**src/rtl/axi_aw_w_arbiter.sv**
```systemverilog
// axi_aw_w_arbiter
// Shares one downstream AXI write port among NB_SLAVE requesters.
// The AW channel is arbitrated round-robin. Each accepted AW index is queued
// in a small route FIFO, so W bursts are forwarded in the same order as AW.
//
// Handshake rule for every channel: a transfer occurs in the cycle where
// valid and ready are both 1 at the rising clock edge. Once an AW request is
// offered downstream (aw_valid_o=1 while aw_ready_i=0), the selected index
// is locked until that transfer completes, so the offered payload never changes.
module axi_aw_w_arbiter #(
    parameter int NB_SLAVE     = 4,
    parameter int W_FIFO_DEPTH = 4
) (
    input  logic                              clk,
    input  logic                              rst_n,
    // upstream AW
    input  logic [NB_SLAVE-1:0]               aw_valid_i,
    output logic [NB_SLAVE-1:0]               aw_ready_o,
    // upstream W
    input  logic [NB_SLAVE-1:0]               w_valid_i,
    input  logic [NB_SLAVE-1:0]               w_last_i,
    output logic [NB_SLAVE-1:0]               w_ready_o,
    // downstream AW
    output logic                              aw_valid_o,
    input  logic                              aw_ready_i,
    output logic [$clog2(NB_SLAVE)-1:0]       aw_sel_o,
    // downstream W
    output logic                              w_valid_o,
    output logic                              w_last_o,
    input  logic                              w_ready_i,
    output logic [$clog2(NB_SLAVE)-1:0]       w_sel_o,
    // route FIFO occupancy
    output logic [$clog2(W_FIFO_DEPTH+1)-1:0] w_pending_o
);

    localparam int SEL_W = $clog2(NB_SLAVE);
    localparam int CNT_W = $clog2(W_FIFO_DEPTH + 1);
    localparam int PTR_W = (W_FIFO_DEPTH > 1) ? $clog2(W_FIFO_DEPTH) : 1;

    // ------------------------------------------------------------------
    // State
    // ------------------------------------------------------------------
    logic [SEL_W-1:0] rr_ptr_q, rr_ptr_d;
    logic             lock_q, lock_d;
    logic [SEL_W-1:0] lock_sel_q, lock_sel_d;

    logic [SEL_W-1:0] fifo_mem_q [W_FIFO_DEPTH];
    logic [PTR_W-1:0] wr_ptr_q, wr_ptr_d;
    logic [PTR_W-1:0] rd_ptr_q, rd_ptr_d;
    logic [CNT_W-1:0] count_q, count_d;

    // ------------------------------------------------------------------
    // Internal signals
    // ------------------------------------------------------------------
    logic             aw_any;
    logic [SEL_W-1:0] arb_idx;
    logic             arb_found;
    int unsigned      arb_cand;
    logic [SEL_W-1:0] aw_grant;
    logic             fifo_full;
    logic             fifo_empty;
    logic             aw_hs;
    logic             w_pop;
    logic [SEL_W-1:0] fifo_head;

    function automatic logic [PTR_W-1:0] ptr_inc(input logic [PTR_W-1:0] p);
        if (p == PTR_W'(W_FIFO_DEPTH - 1)) begin
            return '0;
        end
        return p + PTR_W'(1);
    endfunction

    assign aw_any     = |aw_valid_i;
    assign fifo_full  = (count_q == CNT_W'(W_FIFO_DEPTH));
    assign fifo_empty = (count_q == '0);

    // Round-robin search: first valid requester at or above the pointer, wrapping.
    always_comb begin
        arb_found = 1'b0;
        arb_idx   = rr_ptr_q;
        arb_cand  = 0;
        for (int i = 0; i < NB_SLAVE; i++) begin
            arb_cand = (int'(rr_ptr_q) + i) % NB_SLAVE;
            if (!arb_found && aw_valid_i[SEL_W'(arb_cand)]) begin
                arb_found = 1'b1;
                arb_idx   = SEL_W'(arb_cand);
            end
        end
    end

    // A pending (offered but not accepted) request keeps its index.
    assign aw_grant   = lock_q ? lock_sel_q : arb_idx;
    assign aw_sel_o   = aw_grant;
    assign aw_valid_o = aw_any & ~fifo_full;
    assign aw_hs      = aw_valid_o & aw_ready_i;

    // Upstream AW ready goes only to the granted requester.
    always_comb begin
        aw_ready_o = '0;
        if (aw_any && aw_ready_i && !fifo_full) begin
            aw_ready_o[aw_grant] = 1'b1;
        end
    end

    // ------------------------------------------------------------------
    // W routing from the FIFO head (registered, so no fall-through)
    // ------------------------------------------------------------------
    assign fifo_head   = fifo_mem_q[rd_ptr_q];
    assign w_sel_o     = fifo_empty ? '0 : fifo_head;
    assign w_valid_o   = ~fifo_empty & w_valid_i[fifo_head];
    assign w_last_o    = w_last_i[fifo_head];
    assign w_pop       = w_valid_o & w_ready_i & w_last_o;
    assign w_pending_o = count_q;

    // Upstream W ready goes only to the requester at the FIFO head.
    always_comb begin
        w_ready_o = '0;
        if (!fifo_empty && w_ready_i) begin
            w_ready_o[fifo_head] = 1'b1;
        end
    end

    // Next state for pointer and lock: move only on a handshake.
    always_comb begin
        rr_ptr_d   = rr_ptr_q;
        lock_d     = lock_q;
        lock_sel_d = lock_sel_q;
        if (aw_hs) begin
            lock_d   = 1'b0;
            rr_ptr_d = (aw_grant == SEL_W'(NB_SLAVE - 1)) ? '0 : aw_grant + SEL_W'(1);
        end else if (aw_valid_o) begin
            lock_d     = 1'b1;
            lock_sel_d = aw_grant;
        end
    end

    // Next state for FIFO pointers and occupancy.
    always_comb begin
        wr_ptr_d = wr_ptr_q;
        rd_ptr_d = rd_ptr_q;
        count_d  = count_q;
        if (aw_hs) begin
            wr_ptr_d = ptr_inc(wr_ptr_q);
        end
        if (w_pop) begin
            rd_ptr_d = ptr_inc(rd_ptr_q);
        end
        case ({aw_hs, w_pop})
            2'b10:   count_d = count_q + CNT_W'(1);
            2'b01:   count_d = count_q - CNT_W'(1);
            default: count_d = count_q;
        endcase
    end

    // Arbiter registers.
    always_ff @(posedge clk or negedge rst_n) begin
        if (!rst_n) begin
            rr_ptr_q   <= '0;
            lock_q     <= 1'b0;
            lock_sel_q <= '0;
        end else begin
            rr_ptr_q   <= rr_ptr_d;
            lock_q     <= lock_d;
            lock_sel_q <= lock_sel_d;
        end
    end

    // Route FIFO registers; a reset discards every pending route.
    always_ff @(posedge clk or negedge rst_n) begin
        if (!rst_n) begin
            wr_ptr_q <= '0;
            rd_ptr_q <= '0;
            count_q  <= '0;
            for (int i = 0; i < W_FIFO_DEPTH; i++) begin
                fifo_mem_q[i] <= '0;
            end
        end else begin
            wr_ptr_q <= wr_ptr_d;
            rd_ptr_q <= rd_ptr_d;
            count_q  <= count_d;
            if (aw_hs) begin
                fifo_mem_q[wr_ptr_q] <= aw_grant;
            end
        end
    end

endmodule

```
**config.mk**
```make
export PLATFORM = sky130hd
export DESIGN_NAME = axi_aw_w_arbiter
export DESIGN_NICKNAME = d
export VERILOG_FILES = /design/src/rtl/axi_aw_w_arbiter.sv
export SDC_FILE = /design/constraint.sdc
export NUM_CORES = 1
export LEC_CHECK = 0
export ABC_AREA = 1
export CAP_MARGIN = 20
export CORE_MARGIN = 4
export CORE_UTILIZATION = 46
export DETAILED_ROUTE_END_ITERATION = 16
export PLACE_DENSITY = 0.88
export SLEW_MARGIN = 20
export SYNTH_ARGS = -nofsm -noshare
export SYNTH_HDL_FRONTEND = slang
export SYNTH_SLANG_ARGS = --single-unit
```
**constraint.sdc**
```tcl
create_clock -name clk -period 2.25 [get_ports clk]
set_input_delay 0.225 -clock clk [delete_from_list [all_inputs] [get_ports clk]]
set_output_delay 0.225 -clock clk [all_outputs]
set_load 0.03 [all_outputs]
```
==> results of run 1 <==
placed cells by master (no fill, tap or decap), types with 2 or more instances in the layout:
master,n
clkbuf_4,3
nand2_2,24
ha_1,9
dlymetal6s2s_1,4
nor2_1,22
inv_2,4
a21oi_1,2
inv_1,30
nand2_1,78
dfrtp_1,17
o21ai_0,3
clkdlybuf4s50_1,19
clkbuf_2,2
buf_4,35
xnor2_1,2
nand2_4,4
dfrtp_2,3
inv_4,5
nand3_2,6
buf_6,6
nand3_1,8
o21ai_2,9
o21ai_1,4
nor2_2,2
sequential cells by signal, summed over array words and instances, names as in the netlist:
name,cells
fifo_mem_q,8
w_pending_o,3
rr_ptr_q,2
lock_q,1
rd_ptr_q,2
lock_sel_q,2
wr_ptr_q,2
critical path: stages (launching register included):
cell     delay, ns
dfrtp_2       0.49
buf_6         0.16
nand2_2       0.08
nand2_1       0.08
nand2_1       0.08
nand2_2       0.06
inv_2         0.06
nand2_2       0.08
inv_4         0.08
nand2_2       0.05
nand2_1       0.05
nand2_1       0.05
nand2_2       0.07
nand2_4       0.07
inv_4         0.06
ha_1          0.13
inv_1         0.03
nor2_1        0.10
buf_4         0.17
cell type report:
cell class / instances / area [sq um]
tap: 46 / 57.6
timing repair inverter: 1 / 7.51
timing repair buffer: 67 / 589
clock buffer: 4 / 36.3
inverter: 39 / 159
fill: 254 / 947
sequential: 20 / 504
multi-input combinational: 182 / 1040
synthesized netlist by cell type:
master / count / area (sq um)
nand2_4: 2 / 22.5
nor3_1: 1 / 5.00
nor2_2: 2 / 12.5
nor2_1: 23 / 86.3
buf_6: 2 / 22.5
dfrtp_1: 20 / 500
nand2_2: 6 / 37.5
a21oi_1: 2 / 10.0
o21ai_0: 10 / 50.1
buf_2: 1 / 5.00
o21ai_1: 1 / 5.00
ha_1: 10 / 125
xnor2_1: 2 / 17.5
and2_4: 1 / 8.76
inv_2: 3 / 11.3
inv_1: 36 / 135
nand4_1: 1 / 6.26
o21ai_2: 5 / 43.8
or2_0: 1 / 6.26
fa_1: 1 / 20.0
nand2_1: 98 / 368
nand3_1: 14 / 70.1
o211ai_1: 1 / 7.51
or2_2: 1 / 6.26
metrics by stage:
| stage | std cells | setup TNS [ns] | worst slack [ns] |
|---|---|---|---|
| after detailed placement | 335 | -0.330 | -0.206 |
| after global placement | 335 | -0.0629 | -0.0629 |
| after floorplan | 244 | -0.478 | -0.182 |
| after CTS | 352 | -0.603 | -0.128 |
| final | 359 | -1.37 | -0.246 |
| after global routing | 359 | -2.67 | -0.400 |
cell families after synthesis:
kind of cell / count (synthesis)
buf+inv: 42
flops: 20
fa+ha+maj: 11
xor+xnor: 2
compound gates: 19
simple gates: 150
what timing repair did:
action | in CTS | in global routing
hold buffers | 0 | 0
setup buffers | 12 | 7
endpoints found under the setup margin | 13 | 14
cloned | 1 | 0
gates resized for setup | 38 | 28
pin swaps | 31 | 11
per-layer routing:
metal	track usage	up-vias	wire length (um)
met3	0.0185	14	209
met2	0.381	59	2290
met5	0	-	0
li1	-	876	-
met4	0.0660	0	155
met1	0.238	813	1920
worst min path at each step:
stage	start	to	slack, ns
5_1_grt	rst_n	fifo_mem_q[7]$_DFFE_PN0P_	0.27
6_report	rst_n	fifo_mem_q[7]$_DFFE_PN0P_	0.25
3_3_place_gp	fifo_mem_q[1]$_DFFE_PN0P_	fifo_mem_q[1]$_DFFE_PN0P_	0.46
4_1_cts	rst_n	w_pending_o[0]$_DFFE_PN0P_	0.25
2_1_floorplan	rst_n	fifo_mem_q[0]$_DFFE_PN0P_	-0.07
3_5_place_dp	fifo_mem_q[1]$_DFFE_PN0P_	fifo_mem_q[1]$_DFFE_PN0P_	0.47
==> run summary, run 1 <==
The post-synthesis share of cell area spent on xor and xnor gates is 0.0111. The setup path with the least slack is of type reg -> out. Number of global-route vias before repair: 1580. The share of synthesized cell area in and, or, nand and nor gates is 0.398, and the number of distinct library cell variants in the gate-level netlist after synthesis is 24. After detailed routing, the average wire length per cell comes to 12.7 um. Tracing the worst setup path back leads to its startpoint at rr_ptr_q[0]$_DFFE_PN0P_. Detailed routing inserted a total of 1762 vias. By area, the combinational part of the netlist is dominated by simple AND/OR/NAND/NOR gates.

The flow ran to the end, but the final reports show violations. For the number of maximum-capacitance violations, the log shows 0. Capturing instance or port of the critical path: aw_ready_o[1].

The fraction of the mapped netlist area in compound gates is 0.0735. The logs give -0.17 ns for the reg-to-reg setup timing slack and -0.246 ns for the final critical-path setup slack. The run gives 0.316 as the fraction of the yosys area taken by sequential cells. The tools report the number of warnings printed during yosys synthesis as 0. After floorplanning, the core was sized to cover 3340 sq um.

The number of synthesized register bits is 20, and the floorplan die width is 66.7 um. For the number of max-slew violations in the final report, the log shows 0. The DRC violation count after routing is 0, and the slew of the pin with the lowest slew margin is 0.322 ns. STA classifies the critical path startpoint as a register.

The number of port buffers was 33. The run gives 8 as the final count of negative-setup-slack endpoints. In this run the clock root is driven by a clkbuf_4. The final reports fail on negative setup slack. Once placement finished, the instance area stood at 2060 sq um. The fraction of final layout cells with drive strength greater than 1 was 0.351; the critical path arrival was 2.27 ns. The number of DRC violations after detailed-routing iteration 0 is 71, and the total I/O pin count is 34. Dividing the synthesized area by the synthesized cell count gives 6.49 sq um. After floorplanning, the core was divided into 21 placement rows.

The via-per-instance ratio is 4.91, and the multiplexer share of the synthesized area is 0. The part of the cycle the worst path needs is 1.11, and the last weighted congestion value of the routability-driven placer is 0.865. The startpoint of the worst register-to-register path was rd_ptr_q[0]$_DFFE_PN0P_.

The end-of-flow core utilization was 0.716; the number of cell instances on the worst register-to-register path was 18. Counting the buffers created by CTS gives 3. Once layout is done, the placed cells without fillers occupy 2390 sq um.

The final worst clock skew came out at 0.00393 ns. The global-route usage over all layers came out at 0.203. The post-synthesis cell area is 1580 sq um. For the count of final hold-check violations, the log shows 0. The cell count after synthesis came out at 244.

The number of nets handed over by synthesis was 271. The clock insertion delay at the later pin of the skew report came out at 0.30 ns. TritonCTS built the clock tree. In this run the deepest clock path goes through 2 buffers.

The residual overflow from global routing came out at 0. The headroom to the max-slew limit was 0.785. The peak fanout along the critical path works out to 8. Hold is met by 0.245 ns. The worst register-to-register path ends at w_pending_o[2]$_DFFE_PN0P_. The die covers 4440 sq um.

The final wirelength was 4580 um; the minimum clock period after layout was 2.50 ns. The area growth from synthesis to layout is 51.0%. After clock tree synthesis, the clock-pin slew on the worst setup and hold paths is 0.12 ns. The first global-routing pass estimated 7020 um of wire. In this run the remaining antenna-violating nets after routing total 0. Setup repair after global routing could not meet its margin everywhere. The run gives 0.474 as the starting density of the core.

The floorplan die height was 66.7 um; the pin count of the biggest net entering global routing was 21. The number of antenna repair diodes is 0. In the final design database the tool counted 341 nets.

The first TritonRoute pass finished after 4 iterations. STA classifies the critical path endpoint as an output port. The number of levels the H-tree was split into was 1. Based on the critical path, the design can be clocked at up to 0.401 GHz.

The wire-length estimate of the detail-placed layout is 2800 um. The critical path data required time came out at 2.03 ns. The number of clock sinks seen by CTS was 20; the adder and majority cell fraction of the synthesized area was 0.0917. The run gives 0 as the initial antenna violation count. The path type of the worst min-delay path was in -> async.
Power of run 1 is left out: the tool's default activity adds up to more than one toggle a clock period on the data nets, which glitch-free logic cannot reach.
==> inputs of run 2 (changes only) <==
--- a/config.mk
+++ b/config.mk
@@ -5,12 +5,11 @@
 export SDC_FILE = /design/constraint.sdc
 export NUM_CORES = 1
 export LEC_CHECK = 0
-export ABC_AREA = 1
 export CAP_MARGIN = 20
 export CORE_MARGIN = 4
-export CORE_UTILIZATION = 46
+export CORE_UTILIZATION = 43
 export DETAILED_ROUTE_END_ITERATION = 16
-export PLACE_DENSITY = 0.88
+export PLACE_DENSITY = 0.87
 export SLEW_MARGIN = 20
 export SYNTH_ARGS = -nofsm -noshare
 export SYNTH_HDL_FRONTEND = slang
==> run 2 against run 1 <==
The flow still finishes with violations (negative setup slack). Final cell count down 38%. Global-route usage is 2.1 points lower. Worst hold slack improved by 0.0019 ns. Die area fell by 10%. Final area down 18%. Utilization is 2.7 points lower. Maximum frequency is 2.7% lower. Register-to-register slack worse by 0.15 ns. Worst setup slack got worse by 0.070 ns. Clock-buffer cell count did not move. Clock skew is 0.0025 ns higher. Sequential cell count is the same. Critical endpoint is now w_pending_o[2]$_DFFE_PN0P_.
==> run summary, run 2 <==
The run finished, with violations left. Violations in the final reports: negative setup slack (unchanged). For the total vias in the final route, the log shows 1214 (was 1762).

The tools report the DRC violation count after routing as 0 (unchanged). Dividing total power by cell area gives a power density of 1640 nW/um^2. The floorplan die height is 63.2 um (was 66.7 um), and the fraction of registers with async set/reset is 1.00 (unchanged).

The flip-flop count of the largest register, all copies and words added was 8 (unchanged). The minimum clock period after layout is 2.57 ns (was 2.50 ns). The final instance count without filler cells was 221 (was 359). Cell taking the most area after synthesis: dfrtp_1 (unchanged). Half-perimeter wire length of the detailed placement result: 2660 um (was 2800 um).

The tools report the number of DRC violations after detailed-routing iteration 0 as 44 (was 71). Maximum buffer depth of the clock tree: 2 (unchanged). The highest clock rate was 0.390 GHz (was 0.401 GHz). The cell at the root of the clock tree is clkbuf_4 (unchanged). For the cell row count, the log shows 19 (was 21). For the area of the core, the log shows 2830 sq um (was 3340 sq um).

The combinational power share came out at 0.713. The peak fanout along the critical path came out at 3 (was 8). Number of flops mapped to enable cells by yosys: 0 (unchanged).

The most common cell in the synthesized netlist was dfrtp_1 (was nand2_1). The run gives 0 (unchanged) as the count of final hold-check violations. The logs give 1790 uW for the internal power component and 3990 sq um (was 4440 sq um) for the die area.

The logs give 0 (unchanged) for the number of max-slew violations in the final report and 1273 (was 1580) for the number of global-route vias before repair. The slew of the pin with the lowest slew margin is 0.399 ns (was 0.322 ns). The average size of a mapped cell was 10.2 sq um (was 6.49 sq um); the last weighted congestion value of the routability-driven placer was 0.744 (was 0.865). The number of synthesized register bits is 20 (unchanged), and the number of warnings printed during yosys synthesis is 0 (unchanged). The via-per-instance ratio came out at 5.49 (was 4.91). The part of the cycle the worst path needs was 1.14 (was 1.11). Headroom to the max-slew limit: 0.732 (was 0.785). TritonCTS built the clock tree. The tools report the critical path arrival as 2.81 ns (was 2.27 ns). The run gives 3400 um (was 4580 um) as the final wirelength. The predominant post-synthesis flop cell was dfrtp_1 (unchanged). The routed wire length per instance came out at 15.4 um (was 12.7 um).

Global-route usage over all layers: 0.181 (was 0.203). The sum of buffers and inverters on the critical path was 2 (was 6). Setup repair after global routing could not meet its margin everywhere. For the post-synthesis cell count, the log shows 128 (was 244). The path type of the worst setup path is reg -> reg (was reg -> out).

The fraction of the yosys area taken by sequential cells was 0.382 (was 0.316). The library cell contributing the largest single delay on the critical path was mux4_2 (was dfrtp_2). Startpoint type of the worst setup path: a register (unchanged). The critical path data required time came out at 2.49 ns (was 2.03 ns). The portion of total power attributed to the clock network is 0.065, and the floorplan die width is 63.2 um (was 66.7 um). The critical path's top delay family was multiplexers (was simple AND/OR/NAND/NOR gates).

The number of antenna-violating nets in the routed design was 0 (unchanged). The synthesis-to-finish area growth came out at 48.9% (was 51.0%). The tools report the reg-to-reg setup timing slack as -0.32 ns (was -0.17 ns). Total design power: 3210 uW.

The run gives 1310 sq um (was 1580 sq um) as the post-synthesis cell area. Fraction of power consumed by sequential logic: 0.221. The number of distinct library cell variants in the gate-level netlist after synthesis was 30 (was 24). The startpoint of the worst register-to-register path was rd_ptr_q[0]$_DFFE_PN0P_ (unchanged). The run gives 4 (unchanged) as the count of TritonRoute iterations in the first routing pass. Clock insertion delay at the later pin of the skew report: 0.30 ns (about the same). Fraction of final layout cells with drive strength greater than 1: 0.374 (was 0.351).

The run gives 0 (unchanged) as the number of antenna repair diodes. The initial antenna violation count was 0 (unchanged); the largest incremental delay on the critical path was 0.54 ns (was 0.49 ns). The tools report the starting density of the core as 0.463 (was 0.474). The minimum hold slack was 0.247 ns (was 0.245 ns). Final critical-path setup slack: -0.316 ns (was -0.246 ns). The run gives 1390 um (was 1920 um) as the wire length on met1. The logs give 847 uV for the worst-case vdd ir drop and 155 (was 271) for the post-synth net total.

The register with the most flip-flops is fifo_mem_q (unchanged). The most common library cell in the layout ignoring fill and taps is buf_4 (was nand2_1). The kind of end point of the critical path was a register (was an output port).

The run gives 218 (was 341) as the final-stage net count. Cell-by-cell listing of the critical path: buf_4, mux4_2, mux4_2, nor2b_4, ha_4, inv_2, fa_2, xor2_1, nor2_1, xor2_1 (was buf_6, nand2_2, nand2_1, nand2_1, nand2_2, inv_2, nand2_2, inv_4, nand2_2, nand2_1, nand2_1, nand2_2, nand2_4, inv_4, ha_1, inv_1, nor2_1, buf_4). The final total negative setup slack was -1.55 ns (was -1.37 ns). For the clock buffer count from CTS, the log shows 3 (unchanged). The tools report the wire length of the first global-routing pass as 5840 um (was 7020 um). The number of maximum-capacitance violations came out at 0 (unchanged).

Most used cells in the layout excluding fill and tap cells: 30 x buf_4, 20 x dfrtp_1, 15 x clkdlybuf4s50_1 (was 78 x nand2_1, 35 x buf_4, 30 x inv_1). List of most frequent post-synthesis cells: 20 x dfrtp_1, 14 x nand2_1, 13 x nor2_1, 10 x ha_1, 10 x inv_1 (was 98 x nand2_1, 36 x inv_1, 23 x nor2_1, 20 x dfrtp_1, 14 x nand3_1). The top-area cell type share of the netlist area was 0.382 (was 0.316).

Sum of met2 wire segment lengths after detailed routing: 1810 um (was 2290 um). The destination of the worst register-to-register timing path was w_pending_o[2]$_DFFE_PN0P_ (unchanged). The residual overflow from global routing was 0 (unchanged); the final worst clock skew was 0.00647 ns (was 0.00393 ns). The switching power of the nets is 1420 uW, and the final count of negative-setup-slack endpoints is 10 (was 8). The path type of the worst min-delay path was in -> async (unchanged).

The number of port buffers works out to 33 (unchanged). The number of cell instances on the worst register-to-register path works out to 10 (was 18). Top cells by area in the synthesized netlist: dfrtp_1 38%, ha_1 9.6%, mux4_2 8.6%, mux2_2 5.2%, nand2_1 4.0% (was dfrtp_1 32%, nand2_1 23%, inv_1 8.5%, ha_1 7.9%, nor2_1 5.5%).

The number of clock sinks seen by CTS was 20 (unchanged). The highest layer used for signal routing was met4 (unchanged). The leakage power total is 0.000912 uW, and the number of placed instances with taps included is 209 (was 335). The clock transition at the registers of the reported paths works out to 0.11 ns (was 0.12 ns). The switching fraction of total power came out at 0.443. For the hold-fix buffer count after cts, the log shows 0 (unchanged). The wire length on met3 was 175 um (was 209 um); the total I/O pin count was 34 (unchanged).

The tools report the number of levels the H-tree was split into as 1 (unchanged). The pin count of the biggest net entering global routing came out at 24 (was 21).
## run 2: power groups by stage
stage	sequential [uW]	combinational [uW]	clock (uW)
detailed placement	710	2110	0
global route	738	2470	235
floorplan	721	1230	0
global placement	689	2000	0
finish	710	2290	209
CTS	700	2260	218
## run 2: worst register-to-register path, delay by kind of cell (launching register included)
| family | cells | cell delay, ns |
|---|---|---|
| multiplexers | 2 | 0.89 |
| adder cells (fa/ha/maj) | 2 | 0.47 |
| flip-flops | 1 | 0.41 |
| AND/OR/NAND/NOR | 2 | 0.30 |
| XOR/XNOR | 2 | 0.29 |
| buffers and inverters | 2 | 0.17 |
## run 2: worst max path at each step
stage / start / cells past startpoint / slack, ns / endpoint
detailed placement: aw_valid_i[1] / 8 / -0.52 / aw_ready_o[2]
global placement: aw_valid_i[1] / 8 / -0.45 / aw_ready_o[2]
finish: rd_ptr_q[0]$_DFFE_PN0P_ / 10 / -0.32 / w_pending_o[2]$_DFFE_PN0P_
global route: rd_ptr_q[0]$_DFFE_PN0P_ / 9 / -0.45 / w_pending_o[2]$_DFFE_PN0P_
CTS: rd_ptr_q[0]$_DFFE_PN0P_ / 10 / -0.32 / w_pending_o[2]$_DFFE_PN0P_
floorplan: rd_ptr_q[0]$_DFFE_PN0P_ / 9 / -0.37 / w_pending_o[2]$_DFFE_PN0P_
## run 2: cells by family (layout without fill, tap and decap cells)
family                     after synthesis  after routing  share of synthesized area
muxes                                   14             14                      0.162
xor gates and xnor gates                 3              3                     0.0201
adders and majority gates               11             11                      0.111
DFF                                     20             20                      0.382
buffers and inverters                   12             74                     0.0344
and+or+nand+nor                         49             49                      0.189
AOI/OAI and AO/OA                       19             19                      0.101
## run 2: area by class of cell
cell class,instances,area [sq um]
Clock buffer,4,36.3
Fill cell,234,878
Multi-Input combinational cell,96,828
Sequential cell,20,500
Inverter,10,37.5
Timing Repair Buffer,60,509
Tap cell,31,38.8
## run 2: timing repair
item | 4_1_cts | 5_1_grt
gates resized for setup | 35 | 20
endpoints found under the setup margin | 12 | 18
buffers inserted | 8 | 1
gates cloned | 0 | 0
endpoints found under the hold margin | 0 | 0
pin swaps | 6 | 1
## run 2: metrics by stage
step / setup slack, ns / cell area [sq um] / util
final: -0.316 / 1950 / 0.690
after detailed placement: -0.516 / 1820 / 0.644
after global placement: -0.450 / 1820 / 0.644
after global routing: -0.452 / 1950 / 0.690
after CTS: -0.323 / 1940 / 0.685
after floorplan: -0.367 / 1330 / -
## run 2: layer usage
layer	vias up	track usage
met2	40	0.337
li1	574	-
met1	596	0.208
met5	-	0
met4	0	0.0323
met3	4	0.0515
Power figures use the tool's default switching activity.
==> inputs of run 3 (changes only) <==
--- a/config.mk
+++ b/config.mk
@@ -8,6 +8,7 @@
 export CAP_MARGIN = 20
 export CORE_MARGIN = 4
 export CORE_UTILIZATION = 43
+export CTS_CLUSTER_SIZE = 12
 export DETAILED_ROUTE_END_ITERATION = 16
 export PLACE_DENSITY = 0.87
 export SLEW_MARGIN = 20
==> results of run 3 <==
Final layout, timing and power as in run 2 (identical DEF).
